<file path="config.mk">
export PLATFORM = sky130hd
export DESIGN_NAME = sweep_fade_pwm
export DESIGN_NICKNAME = d
export VERILOG_FILES = /design/src/rtl/sweep_fade_pwm_pkg.sv /design/src/rtl/sweep_fade_pwm_channel.sv /design/src/rtl/sweep_fade_pwm.sv
export SDC_FILE = /design/constraint.sdc
export NUM_CORES = 1
export LEC_CHECK = 0
export CAP_MARGIN = 5
export CORE_MARGIN = 5
export CORE_UTILIZATION = 50
export CTS_BUF_LIST = sky130_fd_sc_hd__clkbuf_8
export DETAILED_ROUTE_END_ITERATION = 6
export DONT_BUFFER_PORTS = 1
export SYNTH_ARGS = -nofsm -noshare
export SYNTH_HDL_FRONTEND = slang
export SYNTH_SLANG_ARGS = --single-unit
</file>
<file path="constraint.sdc">
create_clock -name clk_i -period 2.4 [get_ports clk_i]
set_clock_uncertainty 0.15 [all_clocks]
set_input_delay 0.48 -clock clk_i [delete_from_list [all_inputs] [get_ports clk_i]]
set_output_delay 0.48 -clock clk_i [all_outputs]
set_load 0.01 [all_outputs]
</file>
<file path="src/rtl/sweep_fade_pwm_pkg.sv">
// Shared constants and FSM encoding for the sweep/fade PWM slice.
// The upstream sweep stage imports these same definitions.
package sweep_fade_pwm_pkg;

  localparam int unsigned DEF_WIDTH      = 4;
  localparam int unsigned DEF_LEVEL_BITS = 4;

  typedef enum logic [1:0] {
    StIdle = 2'd0,
    StSync = 2'd1,
    StRun  = 2'd2
  } fade_state_e;

endpackage

</file>
<file path="src/rtl/sweep_fade_pwm_channel.sv">
// One fade channel: brightness level with decay, period-aligned shadow copy,
// and the registered duty comparator.
module sweep_fade_channel #(
  parameter int unsigned LEVEL_BITS = 4
) (
  input  logic                  clk_i,
  input  logic                  rst_i,
  input  logic                  clear_i,
  input  logic                  mask_i,
  input  logic                  decay_i,
  input  logic                  load_i,
  input  logic [LEVEL_BITS-1:0] cnt_i,
  output logic                  pwm_o,
  output logic [LEVEL_BITS-1:0] level_o
);

  logic [LEVEL_BITS-1:0] level_q;
  logic [LEVEL_BITS-1:0] shadow_q;
  logic                  pwm_q;

  // Mask beats decay; decay saturates at zero.
  always_ff @(posedge clk_i) begin
    if (rst_i || clear_i) begin
      level_q <= '0;
    end else if (mask_i) begin
      level_q <= '1;
    end else if (decay_i && (level_q != '0)) begin
      level_q <= level_q - LEVEL_BITS'(1);
    end
  end

  always_ff @(posedge clk_i) begin
    if (rst_i || clear_i) begin
      shadow_q <= '0;
      pwm_q    <= 1'b0;
    end else begin
      if (load_i) begin
        shadow_q <= level_q;
      end
      pwm_q <= (shadow_q > cnt_i);
    end
  end

  assign pwm_o   = pwm_q;
  assign level_o = level_q;

endmodule

</file>
<file path="src/rtl/sweep_fade_pwm.sv">
// Multi-channel fade PWM: shared FSM, period counter and decay edge detector
// driving WIDTH fade channels.
module sweep_fade_pwm
  import sweep_fade_pwm_pkg::*;
#(
  parameter int unsigned WIDTH      = DEF_WIDTH,
  parameter int unsigned LEVEL_BITS = DEF_LEVEL_BITS
) (
  input  logic                        clk_i,
  input  logic                        rst_i,
  input  logic                        en_i,
  input  logic [WIDTH-1:0]            mask_i,
  input  logic                        decay_tick_i,
  output logic [WIDTH-1:0]            pwm_o,
  output logic [WIDTH*LEVEL_BITS-1:0] level_o
);

  localparam logic [LEVEL_BITS-1:0] CNT_MAX = '1;

  fade_state_e           state_q, state_d;
  logic [LEVEL_BITS-1:0] cnt_q;
  logic                  tick_q;
  logic                  active;
  logic                  running;
  logic                  decay_pulse;
  logic                  shadow_load;

  always_ff @(posedge clk_i) begin
    if (rst_i) begin
      state_q <= StIdle;
    end else begin
      state_q <= state_d;
    end
  end

  always_comb begin
    state_d = state_q;
    if (!en_i) begin
      state_d = StIdle;
    end else begin
      unique case (state_q)
        StIdle:  state_d = StSync;
        StSync:  state_d = StRun;
        StRun:   state_d = StRun;
        default: state_d = StIdle;
      endcase
    end
  end

  // Gating with en_i makes a low enable clear every register on the same edge
  // that takes the FSM back to StIdle.
  always_comb begin
    active  = 1'b0;
    running = 1'b0;
    if (en_i) begin
      active  = (state_q == StSync) || (state_q == StRun);
      running = (state_q == StRun);
    end
  end

  always_ff @(posedge clk_i) begin
    if (rst_i || !running) begin
      cnt_q <= '0;
    end else begin
      cnt_q <= cnt_q + LEVEL_BITS'(1);
    end
  end

  always_ff @(posedge clk_i) begin
    if (rst_i || !active) begin
      tick_q <= 1'b0;
    end else begin
      tick_q <= decay_tick_i;
    end
  end

  assign decay_pulse = decay_tick_i & ~tick_q;
  assign shadow_load = running && (cnt_q == CNT_MAX);

  for (genvar i = 0; i < WIDTH; i++) begin : g_ch
    sweep_fade_channel #(
      .LEVEL_BITS(LEVEL_BITS)
    ) u_ch (
      .clk_i   (clk_i),
      .rst_i   (rst_i),
      .clear_i (!active),
      .mask_i  (mask_i[i]),
      .decay_i (decay_pulse),
      .load_i  (shadow_load),
      .cnt_i   (cnt_q),
      .pwm_o   (pwm_o[i]),
      .level_o (level_o[i*LEVEL_BITS +: LEVEL_BITS])
    );
  end

endmodule

</file>
==> results by group, run 1 <==
Critical path
  • Crit path from: g_ch[0].u_ch.level_o[0]
  • Top cell family by delay on the critical path: simple AND/OR/NAND/NOR gates
  • FF-to-FF Start: g_ch[0].u_ch.level_o[0]
  • Kind of critical path: reg -> reg
  • Crit path buffers/inverters: 1
  • Crit-path slowest cell: dfxtp_1
  • Highest net fanout along the worst path: 6
  • Critical Path RT: 2.44 ns
  • CP Cell Sequence: inv_1, ha_1, nor3b_1, or4b_1, o311a_1
  • CP Data Arrival Time: 1.89 ns
  • CP Capture Type: flop
  • Max stage delay on crit path: 0.49 ns
  • Critical Path Source Type: flop

Routing
  • Routed WL per cell: around 15 µm
  • DR WL met2: roughly 2000 µm
  • Post-DRT Antenna Nets: 0
  • Post-route DRC: 0
  • DRT Pass-1 Iters: 4
  • DR iter-0 viols: 77
  • Final wirelength: between 4000 and 5000 µm
  • Met3 routed WL: 231 µm
  • M1 WL: roughly 2200 µm
  • Top sig layer: met4
  • Vias per inst: roughly 5.8
  • Vias: 1,755

Power
  • Clock power frac: 42.4%
  • Switching share of power: 21.94%
  • Reg power frac: 53.0%
  • Comb pwr share: 4.6%
  • Peak supply drop: about 0.34 mV
  • Psw: 304.7 µW
  • Leak Pwr: approximately 0.86 nW
  • Internal: 1.084 mW
  • Power density over cell area: 597.4 mW/mm²

Finish
  • Commonest non-fill, non-tap cell in the layout: dfxtp_1
  • Layout cells sized above 1: 5.952%
  • Most frequent cells in the layout: dfxtp_1 (43), inv_1 (25), a21oi_1 (23), ha_1 (23), nand3_1 (18)
  • Area grow syn2layout: 6.415%
  • Final core occ: between 50% and 60%
  • Ant. Diodes: 0
  • Layout Nets: 282

Logic synthesis
  • Yosys top cell by area: dfxtp_1
  • Seq/Total Area, Yosys: between 30% and 40%
  • Syn nets: between 200 and 300
  • Synth Register Bits: 43
  • Area contributors post-synth: dfxtp_1 (39%), ha_1 (13%), a21oi_1 (5.3%), inv_1 (4.3%), nand3_1 (4.1%)
  • Fraction of registers with async set/reset: 0%
  • Ys Warns: 0
  • Post-synth EDFFs: 0
  • Cell variety after synth: 33
  • Synthesized instance count: 255
  • Yosys top cell area share: 39.40%
  • Post-Syn Area: between 0.002 and 0.0025 mm²
  • Ys flop type: dfxtp_1
  • Synthesized area per cell: roughly 8.6 µm²

Place
  • GP Congestion: 0.7250
  • Detailed Place HPWL: 3218 µm
  • PortBufs: 0
  • Dpl ws: 0.4611 ns

STA
  • Fin crit share: 77.02%
  • Final slew viol count: 0
  • Achievable Freq: about 0.54 GHz
  • # setup viols final: 0
  • Slew HR: 47.98%
  • Worst-Margin Slew: 0.7803 ns
  • Fin worst setup slack: approximately 0.55 ns
  • Final worst path period need: between 1.5 and 2 ns
  • RSZ-0062 raised after global routing: false
  • Hold Fails Final Rpt: 0
  • Fin Setup TNS: 0 ns
  • Final hold slack: roughly 0.15 ns

GRT
  • Grt ovf: 0
  • Vias in the first global route: about 1,700
  • First-pass GRT wire length: around 7800 µm
  • Initial antenna violation count: 0
  • Tot GR Track Use: approximately 16%
  • Largest net degree at the start of global routing: 27

Hold path
  • Hold Startpoint: decay_tick_i
  • Worst min-delay path category: in -> reg

Floorplan
  • Core area: 0.004294 mm²
  • Full die area: between 0.005 and 0.006 mm²
  • Starting Density: 50.87%
  • Die X: approximately 76 µm
  • I/O pin count: 28
  • FP Rows: 24
  • Die H: approximately 76 µm

Status
  • Outcome: completed

CTS
  • Total CTS buffers: 5
  • H-tree lvl count: 2
  • Skew-Pair Late Insertion Delay: 0.29 ns
  • CTS sink count: 43
  • Hold Buf Count CTS: 0
  • Root Buffer: clkbuf_8
  • Number of post-CTS setup repair buffers: 0
  • Post-CTS sizing: 0
  • CTS tree: built
  • Clk slew on worst S/H paths: 0.08 ns
  • Max Buffers Root-to-Sink: 2

Flow run
  • Max-cap violations: 0
## layout make-up
cell class,instances,area [µm²]
clock buffer,6,82.58
timing repair buffer,5,37.54
fill,416,1969
sequential,43,860.8
inverter,26,97.59
multi-input combinational,170,1146
tap,52,65.06
clock inverter,2,35.03
## power by group through the flow
stage	combinational (mW)	clock, mW	sequential (mW)
after global placement	0.0632	0	0.753
after global routing	0.0738	0.645	0.738
after CTS	0.0648	0.610	0.736
after floorplan	0.0516	0	0.749
after detailed placement	0.0645	0	0.753
final	0.0639	0.589	0.736
## worst paths after layout
path / endpoint / slack (ns) / cells past startpoint
hold reg to reg: g_ch[0].u_ch.shadow_q[0] / 0.33 / 2
hold / removal: tick_q / 0.15 / 1
setup / recovery: g_ch[0].u_ch.level_o[1] / 0.55 / 5
setup reg to reg: g_ch[0].u_ch.level_o[1] / 0.55 / 5
## stage by stage
| stage | power [mW] | cells | instance area [µm²] |
|---|---|---|---|
| finish | 1.389 | 304 | 2325 |
| global route | 1.457 | 304 | 2325 |
| CTS | 1.412 | 304 | 2325 |
| detailed placement | 0.8178 | 296 | 2207 |
| global placement | 0.8164 | 296 | 2207 |
| floorplan | 0.8006 | 255 | 2185 |
## registers in the layout, summed over array words and instances (netlist names)
signal              flops
g_ch.u_ch.shadow_q     16
tick_q                  1
g_ch.u_ch.level_o      16
cnt_q                   4
state_q                 2
g_ch.u_ch.pwm_o         4
## routing by layer
layer | GRT usage [%] | vias up
li1 | - | 907
met1 | 22.13 | 809
met2 | 24.14 | 34
met3 | 5.201 | 5
met4 | 5.070 | 0
met5 | 0 | -
## synthesized netlist by cell type (2+ instances only)
cell      instances
o21ai_1           9
ha_1             23
buf_2             4
buf_4             4
o311a_1           4
inv_1            25
nor2b_1           7
a31oi_1           9
nand2_1           8
nand3_1          18
dfxtp_1          43
or3_1             8
nor3_1            6
a311oi_1          3
or4_1             4
nor2_1            7
xnor2_1           2
nand4_1           4
nor3b_1           4
o21ai_0          16
o211ai_1          3
or4b_1            4
clkbuf_1          7
a21oi_1          23
and2_1            2
## cell families after synthesis
kind of cell	synth area share, %
compound gates	18.44
simple gates	20.05
fa+ha+maj	13.17
flops	39.40
buf+inv	8.133
xor+xnor	0.8020
(Power assumes the default switching activity.)
==> run 2, diff against run 1 <==
==> constraint.sdc (replaced) <==
create_clock -name clk_i -period 1.83 [get_ports clk_i]
set_clock_uncertainty 0.15 [all_clocks]
set_input_delay 0.366 -clock clk_i [delete_from_list [all_inputs] [get_ports clk_i]]
set_output_delay 0.366 -clock clk_i [all_outputs]
set_load 0.01 [all_outputs]
==> run 2 against run 1 <==
  * Maximum frequency increased by 8.8%
  * Sequential share of layout area shrank 1.4 points
  * Critical path depth unchanged
  * First-iteration DRC count is 21% higher
  * Global-route usage is 0.24 points higher
  * Utilization up 2.2 points
  * Critical path type unchanged
  * Worst setup slack worse by 0.42 ns
  * Cell count rose by 4.3%
  * Flip-flop and latch count unchanged
  * Register-to-register slack lost 0.42 ns
==> results by group, run 2 (synthesis results as in run 1) <==
Critical path
  • Critical Path Source Type: flop
  • Crit-path slowest cell: or4b_1
  • Highest net fanout along the worst path: 4
  • CP Data Arrival Time: 1.73 ns
  • CP Cell Sequence: inv_1, ha_1, nor3b_1, or4b_1, o311a_1
  • Crit path buffers/inverters: 1
  • Critical Path RT: 1.87 ns
  • CP Capture Type: flop
  • Max stage delay on crit path: 0.48 ns
  • Kind of critical path: reg -> reg
  • Top cell family by delay on the critical path: simple AND/OR/NAND/NOR gates

GRT
  • Met1 usage: 23.21%
  • Grt ovf: 0
  • Tot GR Track Use: about 16%
  • Initial antenna violation count: 0
  • M3 GR Usage: ~5.2%
  • Vias in the first global route: about 1,700
  • GR Layer Usage met2: 23.63%
  • First-pass GRT wire length: 7976 µm
  • GRT Max-Usage Layer: met2
  • Largest net degree at the start of global routing: 29

Finish
  • Area grow syn2layout: 10.65%
  • Ant. Diodes: 0
  • Layout cells sized above 1: 10.19%
  • Commonest non-fill, non-tap cell in the layout: dfxtp_1
  • Most frequent cells in the layout: dfxtp_1 (43), inv_1 (26), a21oi_1 (23), ha_1 (23), nand3_1 (18)
  • Final instance area: 0.002417 mm²
  • Filler cells: between 400 and 500
  • Fin cells: 317
  • Layout Nets: 295
  • Final core occ: 56.29%

STA
  • RSZ-0062 raised after global routing: false
  • Fin crit share: a little over 90%
  • # setup viols final: 0
  • Final slew viol count: 0
  • Final hold slack: 0.04418 ns
  • Final worst path period need: 1.698 ns
  • Hold Fails Final Rpt: 0
  • Fin Setup TNS: 0 ns
  • Achievable Freq: just under 0.6 GHz
  • Fin worst setup slack: 0.1315 ns
  • Slew HR: 70.67%
  • Worst-Margin Slew: 0.4395 ns

Status
  • Outcome: completed

Place
  • GP Congestion: roughly 0.77
  • PortBufs: 0
  • Detailed Place HPWL: between 3000 and 4000 µm
  • Placed Area: 0.002317 mm²
  • Post-Place Cells: between 300 and 400
  • Dpl ws: about 0.15 ns

Power
  • Internal: around 1.3 mW
  • Leak Pwr: 0.9330 nW
  • Switching share of power: 22.49%
  • Psw: 386.4 µW
  • Power density over cell area: just over 700 mW/mm²
  • Clock power frac: 38.0%
  • Comb pwr share: 6.3%
  • Peak supply drop: 0.3865 mV
  • Reg power frac: 55.7%
  • Final Power: ~1.7 mW

Floorplan
  • Die H: 76.10 µm
  • Full die area: between 0.005 and 0.006 mm²
  • Starting Density: 50.87%
  • FP Rows: 24
  • I/O pin count: 28
  • Core area: roughly 0.0043 mm²
  • Die X: roughly 76 µm

CTS
  • Clk slew on worst S/H paths: approximately 0.080 ns
  • Max Buffers Root-to-Sink: 2
  • Hold Buf Count CTS: 0
  • Skew-Pair Late Insertion Delay: 0.29 ns
  • Total CTS buffers: 5
  • CTS tree: built
  • Number of post-CTS setup repair buffers: 0
  • Root Buffer: clkbuf_8
  • Post-CTS sizing: 0
  • H-tree lvl count: 2
  • CTS sink count: 43

Routing
  • Vias per inst: 5.659
  • DRT Pass-1 Iters: 5
  • Vias: 1,794
  • Final wirelength: 4569 µm
  • DR iter-0 viols: 93
  • Post-route DRC: 0
  • Post-DRT Antenna Nets: 0
  • Routed WL per cell: roughly 14 µm

Hold path
  • Worst min-delay path category: in -> reg

Flow run
  • Max-cap violations: 0
[run 2: changes by cell type in the layout (fill, tap and decap cells not counted)]
| cell | before | now |
|---|---|---|
| buf_12 | 0 | 1 |
| buf_4 | 5 | 17 |
| bufinv_16 | 1 | 0 |
| clkbuf_8 | 6 | 7 |
| clkinv_2 | 1 | 0 |
| inv_1 | 25 | 26 |
[run 2: area by class of cell]
| class | count | area [µm²] | share of cell area, % |
|---|---|---|---|
| multi-input combinational | 170 | 1146 | 47.41 |
| sequential | 43 | 860.8 | 35.61 |
| clock inverter | 1 | 3.754 | 0.1553 |
| tap | 52 | 65.06 | 2.692 |
| timing repair buffer | 18 | 147.6 | 6.108 |
| inverter | 26 | 97.59 | 4.037 |
| clock buffer | 7 | 96.34 | 3.986 |
[run 2: final timing paths]
kind	from	endpoint	slack [ns]	cells after the start
worst max-delay path	g_ch[3].u_ch.level_o[1]	g_ch[3].u_ch.level_o[1]	0.13	5
worst min-delay path	decay_tick_i	tick_q	0.04	1
worst max register to register	g_ch[3].u_ch.level_o[1]	g_ch[3].u_ch.level_o[1]	0.13	5
worst min register to register	g_ch[3].u_ch.shadow_q[0]	g_ch[3].u_ch.shadow_q[0]	0.33	2
[run 2: power groups by stage]
stage	Sequential (mW)	Combinational [mW]	Clock (mW)
floorplan	0.982	0.0677	0
global placement	0.979	0.108	0
detailed placement	0.980	0.109	0
CTS	0.957	0.109	0.677
global route	0.960	0.123	0.714
finish	0.957	0.108	0.653
[run 2: layer usage]
layer / up-vias / part of all wire [%] / wire (µm)
met5: - / 0 / 0
met4: 0 / 1.4 / 63
met3: 6 / 5.1 / 235
met2: 30 / 43 / 1963
met1: 822 / 50 / 2306
li1: 936 / - / -
==> run 3, diff against run 2 <==
--- a/config.mk
+++ b/config.mk
@@ -11,6 +11,7 @@
 export CTS_BUF_LIST = sky130_fd_sc_hd__clkbuf_8
 export DETAILED_ROUTE_END_ITERATION = 6
 export DONT_BUFFER_PORTS = 1
+export PLACE_DENSITY_LB_ADDON = 0.2
 export SYNTH_ARGS = -nofsm -noshare
 export SYNTH_HDL_FRONTEND = slang
 export SYNTH_SLANG_ARGS = --single-unit
==> run 3 against run 2 <==
  * Combinational power barely moved
  * Via count grew 2.5%
  * First-iteration DRC count shrank 24%
  * Critical endpoint unchanged
  * Highest routed layer unchanged
==> results by group, run 3 (synthesis results as in run 1) <==
Status
  • Outcome: completed

STA
  • Worst-Margin Slew: between 0.4 and 0.5 ns
  • Hold Fails Final Rpt: 0
  • # setup viols final: 0
  • Slew HR: 70.75%
  • Fin Setup TNS: 0 ns
  • Fin crit share: 93.88%
  • Final hold slack: 0.03678 ns
  • Final worst path period need: 1.718 ns
  • Achievable Freq: 0.5820 GHz
  • Final slew viol count: 0
  • RSZ-0062 raised after global routing: false

Floorplan
  • Full die area: between 0.005 and 0.006 mm²
  • Die X: 76.10 µm
  • Die H: 76.10 µm
  • FP Rows: 24
  • Starting Density: 50.87%
  • I/O pin count: 28
  • Core area: ~0.0043 mm²

Routing
  • Routed WL per cell: around 15 µm
  • Final wirelength: 4774 µm
  • Post-route DRC: 0
  • DRT Pass-1 Iters: 4
  • Post-DRT Antenna Nets: 0
  • Vias: 1,838
  • DR iter-0 viols: 71
  • Vias per inst: slightly below 6

Hold path
  • Worst min-delay path category: in -> reg

Critical path
  • CP Data Arrival Time: 1.76 ns
  • CP Capture Type: flop
  • Crit path from: g_ch[3].u_ch.level_o[0]
  • R2R cell count: 5
  • Kind of critical path: reg -> reg
  • Worst reg2reg path endpoint: g_ch[3].u_ch.level_o[1]
  • FF-to-FF Start: g_ch[3].u_ch.level_o[0]
  • FF-to-FF setup slack: around 0.11 ns
  • Crit path to: g_ch[3].u_ch.level_o[1]
  • Critical Path Source Type: flop
  • Critical Path RT: 1.87 ns
  • Highest net fanout along the worst path: 4

Place
  • Detailed Place HPWL: around 3500 µm
  • GP Congestion: 0.7840
  • PortBufs: 0

CTS
  • Clk slew on worst S/H paths: 0.08 ns
  • Skew-Pair Late Insertion Delay: about 0.30 ns
  • Root Buffer: clkbuf_8
  • Total CTS buffers: 5
  • Max Buffers Root-to-Sink: 2
  • Hold Buf Count CTS: 0
  • Number of post-CTS setup repair buffers: 0
  • CTS tree: built
  • Post-CTS sizing: 0
  • CTS sink count: 43
  • H-tree lvl count: 2

Finish
  • Ant. Diodes: 0
  • Commonest non-fill, non-tap cell in the layout: dfxtp_1
  • Most frequent cells in the layout: dfxtp_1 (42), inv_1 (25), a21oi_1 (23), ha_1 (23), buf_4 (20)
  • Layout Nets: 297
  • Area grow syn2layout: 11.63%
  • Final core occ: ~57%
  • Layout cells sized above 1: 11.61%

Power
  • Power density over cell area: 754.6 mW/mm²
  • Leak Pwr: 0.9424 nW
  • Peak supply drop: 0.4134 mV

GRT
  • First-pass GRT wire length: 8211 µm
  • Tot GR Track Use: 17.22%
  • Vias in the first global route: 1,697
  • Largest net degree at the start of global routing: 18
  • Grt ovf: 0
  • Initial antenna violation count: 0

Flow run
  • Max-cap violations: 0
[run 3: report_power, final]
group,switching (mW),total [mW],leakage [nW],internal [mW]
Clock,0.332,0.774,0.0612,0.442
Combinational,0.0591,0.106,0.534,0.0466
Sequential,0.0140,0.960,0.348,0.946
[run 3: cell type report]
type / count / area, µm²
clock buffer: 6 / 82.58
clock inverter: 2 / 35.03
fill: 420 / 1856
inverter: 26 / 97.59
multi-input combinational: 170 / 1146
sequential: 43 / 862.1
tap: 52 / 65.06
timing repair buffer: 20 / 150.1
[run 3: routing by layer]
layer  track usage (%)  vias up  routed length (µm)
li1                  -      939                   -
met1             22.25      850                2188
met2             27.05       42                2220
met3             5.319        7                 300
met4             5.944        0                  64
met5                 0        -                   0
[run 3: per-stage QoR]
step	std cells	total power [mW]	instance area, µm²	worst slack [ns]
after floorplan	255	1.050	2185	0.1406
after global routing	319	1.933	2439	0.04730
final	319	1.840	2439	0.1119
after detailed placement	311	1.089	2320	0.1213
after global placement	311	1.085	2320	0.1558
after CTS	319	1.863	2437	0.1128
[run 3: worst min path at each step]
| stage | startpoint | endpoint | slack, ns | depth (start not counted) |
|---|---|---|---|---|
| after floorplan | g_ch[1].u_ch.shadow_q[0] | g_ch[1].u_ch.shadow_q[0] | 0.30 | 2 |
| after detailed placement | g_ch[2].u_ch.shadow_q[0] | g_ch[2].u_ch.shadow_q[0] | 0.32 | 2 |
| final | decay_tick_i | tick_q | 0.04 | 1 |
| after global placement | g_ch[3].u_ch.shadow_q[0] | g_ch[3].u_ch.shadow_q[0] | 0.32 | 2 |
| after global routing | decay_tick_i | tick_q | 0.02 | 1 |
| after CTS | decay_tick_i | tick_q | 0.03 | 1 |
[run 3: worst max-delay path: stages (launching register included)]
cell and delay [ns]:
dfxtp_1 0.37, inv_1 0.06, ha_1 0.23, nor3b_1 0.17
or4b_1 0.49, o311a_1 0.13
